File: config.mk
export PLATFORM = sky130hd
export DESIGN_NAME = arbitro_sumador
export DESIGN_NICKNAME = d
export VERILOG_FILES = /design/src/rtl/arbitro_sumador.sv
export SDC_FILE = /design/constraint.sdc
export NUM_CORES = 1
export LEC_CHECK = 0
export BUFFER_PORTS_ARGS = -buffer_cell sky130_fd_sc_hd__buf_2
export CAP_MARGIN = 10
export CORE_MARGIN = 2
export CORE_UTILIZATION = 25
export CTS_CLUSTER_DIAMETER = 60
export DETAILED_ROUTE_END_ITERATION = 6
export GPL_TIMING_DRIVEN = 0
export SYNTH_ARGS = -nofsm -noshare
export SYNTH_HDL_FRONTEND = slang
export SYNTH_SLANG_ARGS = --single-unit
export TNS_END_PERCENT = 20
File: constraint.sdc
create_clock -name clk -period 6.94 [get_ports clk]
set_clock_uncertainty 0.1 [all_clocks]
set_input_delay 1.041 -clock clk [delete_from_list [all_inputs] [get_ports clk]]
set_output_delay 1.041 -clock clk [all_outputs]
set_load 0.005 [all_outputs]
File: src/rtl/arbitro_sumador.sv
// arbitro_sumador: one registered WIDTH-bit adder shared by two requesters
// (port 0 = fetch PC+4, port 1 = branch target PC+offset).
// Grants one request per free slot, latches its operands, adds them and holds
// the tagged result until the consumer accepts it.
// Optional build macro ARB_PRIO_FIJA_EN: fixed priority (requester 0 wins ties)
// instead of the default round-robin.
//
//   state   | meaning
//   --------+---------------------------------------------------------
//   LIBRE   | adder free; a pending request is granted (ack) this cycle
//   CALC    | operands latched; sum is registered at the next edge
//   ENTREGA | O/O_id/O_valid held until O_ready is seen
module arbitro_sumador #(
  parameter int WIDTH = 32
) (
  input  logic             clk,
  input  logic             rst,
  input  logic             req0,
  input  logic [WIDTH-1:0] a0,
  input  logic [WIDTH-1:0] b0,
  output logic             ack0,
  input  logic             req1,
  input  logic [WIDTH-1:0] a1,
  input  logic [WIDTH-1:0] b1,
  output logic             ack1,
  output logic [WIDTH-1:0] O,
  output logic             O_valid,
  output logic             O_id,
  input  logic             O_ready
);

  typedef enum logic [1:0] {
    LIBRE   = 2'd0,
    CALC    = 2'd1,
    ENTREGA = 2'd2
  } state_t;

  state_t           state_q, state_d;
  logic [WIDTH-1:0] opa_q, opa_d;
  logic [WIDTH-1:0] opb_q, opb_d;
  logic [WIDTH-1:0] o_q, o_d;
  logic             o_valid_q, o_valid_d;
  logic             o_id_q, o_id_d;
  logic             last_id_q, last_id_d;
  logic             gnt0, gnt1;

  // Pick the winner among the currently asserted requests
  always_comb begin
`ifdef ARB_PRIO_FIJA_EN
    gnt0 = req0;
`else
    // On a tie, the requester that was not served last goes first
    gnt0 = req0 && (!req1 || last_id_q);
`endif
    gnt1 = req1 && !gnt0;
  end

  // Next-state, datapath next values and ack strobes
  always_comb begin
    state_d   = state_q;
    opa_d     = opa_q;
    opb_d     = opb_q;
    o_d       = o_q;
    o_valid_d = o_valid_q;
    o_id_d    = o_id_q;
    last_id_d = last_id_q;
    ack0      = 1'b0;
    ack1      = 1'b0;
    unique case (state_q)
      LIBRE: begin
        if (!rst && (gnt0 || gnt1)) begin
          ack0      = gnt0;
          ack1      = gnt1;
          opa_d     = gnt0 ? a0 : a1;
          opb_d     = gnt0 ? b0 : b1;
          o_id_d    = gnt1;
          last_id_d = gnt1;
          state_d   = CALC;
        end
      end
      CALC: begin
        o_d       = opa_q + opb_q;
        o_valid_d = 1'b1;
        state_d   = ENTREGA;
      end
      ENTREGA: begin
        if (O_ready) begin
          o_valid_d = 1'b0;
          state_d   = LIBRE;
        end
      end
      default: state_d = LIBRE;
    endcase
  end

  // State and datapath registers; reset discards any in-flight sum
  always_ff @(posedge clk) begin
    if (rst) begin
      state_q   <= LIBRE;
      opa_q     <= '0;
      opb_q     <= '0;
      o_q       <= '0;
      o_valid_q <= 1'b0;
      o_id_q    <= 1'b0;
      last_id_q <= 1'b1;
    end else begin
      state_q   <= state_d;
      opa_q     <= opa_d;
      opb_q     <= opb_d;
      o_q       <= o_d;
      o_valid_q <= o_valid_d;
      o_id_q    <= o_id_d;
      last_id_q <= last_id_d;
    end
  end

  assign O       = o_q;
  assign O_valid = o_valid_q;
  assign O_id    = o_id_q;

endmodule
==> results_dict.tcl <==
set metrics [dict create \
    status "finished, final reports clean" \
    yosys_register_bits 101 \
    htreeDepth 3 \
    grt_pass1_vias 5316 \
    yosysTopAreaCell "dfxtp_1" \
    criticalPathCategory "in2out" \
    place_area_sq_mm 0.00701 \
    syn_to_final_growth_pct 26.3 \
    initial_core_util_pct 25.6 \
    setup_viol 0 \
    cts_tree "yes" \
    drive_above_1_share_pct 23.1 \
    grt_pass1_wl_mm 28.9 \
    post-cts-setup-buffers 0 \
    crit_top_cell "buf_2" \
    ys_seq_area_share_pct 34.8 \
    grt_usage_pct 15.4 \
    cts_resized 0 \
    drt_iter0_markers 247 \
    syn_area_sq_mm 0.00581 \
    synthCells 689 \
    final_util_pct 32.3 \
    cts_buffer_depth 2 \
    ant_nets 0 \
    antenna_found_initial 0 \
    globalplace.congestion 0.867 \
    port_buffers 168 \
    async_flop_share_pct 0 \
    met2_usage_pct 24.8 \
    cap_viol_max_count 0 \
    clk_pin_slew_ps 70 \
    fin_crit_ps 3760 \
    slew_violations 0 \
    fp.dieH_um 156 \
    slew_headroom_pct 43.8 \
    synth_cell_type_count 62 \
    pin_count 169 \
    setup_tns_ps 0 \
    drtPass1Iterations 5 \
    n_fill_cell 2472 \
    fin_crit_sh_pct 54.2 \
    slowest_delay_ps 430 \
    drc 0 \
    die_w_um 156 \
    grt_use_met1_pct 22.0 \
    clock-root-buffer "clkbuf_16" \
    path_cells "buf_2 -> inv_1 -> o21ai_1 -> buf_2 -> buf_2 -> nor2b_1 -> buf_2" \
    hold_viol 0 \
    avgSynthCellArea_sq_um 8.43 \
    placementRows 55 \
    ir_drop_mv 0.0860 \
    place_hpwl_mm 15.4 \
    synthTopCellsByArea "dfxtp_1, mux2i_1, a211oi_1" \
    yosys_warnings 0 \
    hold_path.class "reg2reg" \
    totalWireLength_mm 18.9 \
    clock.fmax_mhz 266 \
    mappedNetlistNets 854 \
    finalNetCount 1033 \
    synth_edf_count 0 \
    dieArea_sq_mm 0.0245 \
    synth.most_common_cell "dfxtp_1" \
    cp-start-kind "input port" \
    num_vias 5550 \
    cp.arrival_ps 2620 \
    worstMarginPinSlew_ps 844 \
    cts_hold_buf 0 \
    diodes 0 \
    rsz0062_at_grt "no" \
    cts_buffers 9 \
    slowest_stage "buf_2" \
    grt_max_degree 18 \
    grt_busiest_layer "met2" \
    design.core.area_sq_mm 0.0227 \
    yosysTopAreaCellShare_pct 34.8 \
    clock-sinks 101 \
    synth_ff_type "dfxtp_1" \
    use_met3_pct 1.88 \
    cp_data_required_time_ps 5800 \
    hold_ws_ps 351 \
    powerDensity_mw_per_mm2 224 \
    insertion_delay_ps 360 \
    design_area_sq_mm 0.00734 \
    wl_per_cell_um 16.3 \
    path_max_fanout 10 \
    endpoint_kind "primary output" \
    synthTopCellsByCount "dfxtp_1, nor2_1, a211oi_1" \
    power.leakage_nw 3.28 \
    overflow 0 \
    post_drt_via_cell_ratio 4.79 \
]
-- cell type report --
| class | instances | area, sq um | area share, % |
|---|---|---|---|
| Inverter | 12 | 45.0 | 0.614 |
| Clock buffer | 10 | 239 | 3.26 |
| Multi-Input combinational cell | 532 | 3560 | 48.6 |
| Tap cell | 285 | 357 | 4.86 |
| Timing Repair Buffer | 168 | 841 | 11.5 |
| Sequential cell | 101 | 2020 | 27.6 |
| Clock inverter | 6 | 92.6 | 1.26 |
| Buffer | 44 | 178 | 2.42 |
-- where the power goes --
| group | total [mW] | switching, mW | internal [mW] |
|---|---|---|---|
| Clock | 0.563 | 0.234 | 0.329 |
| Sequential | 0.669 | 0.0346 | 0.634 |
| Combinational | 0.416 | 0.247 | 0.169 |
| Total | 1.65 | 0.515 | 1.13 |
-- critical path, delay by kind of cell --
family,cells,cell delay (ps)
AOI/OAI and AO/OA,1,370
buffers and inverters,5,1140
and+or+nand+nor,1,80
-- flip-flops by register name (all words and copies together), names as in the netlist --
signal     cells
state_q        2
O             32
opb_q         32
O_id           1
O_valid        1
opa_q         32
last_id_q      1
-- layout by cell type (no fill, tap or decap), types with 4 or more instances in the layout --
cell | synthesis | routed
mux2i_1 | 65 | 65
xnor2_1 | 8 | 8
clkbuf_16 | 0 | 9
xor2_1 | 9 | 9
o211ai_1 | 4 | 4
ha_1 | 31 | 31
a21o_1 | 8 | 8
nand3_1 | 6 | 6
nor2_1 | 94 | 94
buf_2 | 4 | 172
inv_1 | 12 | 12
o21ai_0 | 32 | 32
a31oi_1 | 6 | 6
a21oi_1 | 56 | 56
dfxtp_1 | 101 | 101
clkbuf_1 | 31 | 31
nand3b_1 | 4 | 4
a211oi_1 | 72 | 72
nand4_1 | 13 | 13
o21bai_1 | 6 | 6
nor3_1 | 11 | 11
buf_1 | 5 | 5
nand2_1 | 48 | 48
o21a_1 | 5 | 5
-- stage by stage --
stage / power [mW] / cells / worst slack (ps)
global route: 1.74 / 1158 / 3020
floorplan: 0.943 / 689 / 3990
global placement: 1.09 / 1142 / 3130
CTS: 1.66 / 1158 / 3150
detailed placement: 1.10 / 1142 / 3150
finish: 1.65 / 1158 / 3180
-- logic make-up (layout without fill, tap and decap cells) --
kind of cell    Yosys count  in the layout  share of synthesized area (%)
compound gates          214            214                           24.4
simple gates            204            204                           16.2
flops                   101            101                           34.8
mux                      65             65                           11.2
buf+inv                  56            240                           3.83
fa+ha+maj                32             32                           7.02
xor+xnor                 17             17                           2.56
-- worst paths after layout --
path / start / end / slack [ps] / cells past startpoint
worst max-delay path: req1 / ack0 / 3180 / 7
worst min-delay path: O[22] / O[22] / 350 / 2
worst max register to register: opb_q[0] / O[30] / 3930 / 9
worst min register to register: O[22] / O[22] / 350 / 2
-- per-layer routing --
metal | share of wire [%] | wire [um]
met1 | 50 | 9430
met2 | 44 | 8420
met4 | 1.2 | 231
met3 | 4.4 | 842
met5 | 0 | 0
No activity file was read; power rests on OpenSTA's default activity.
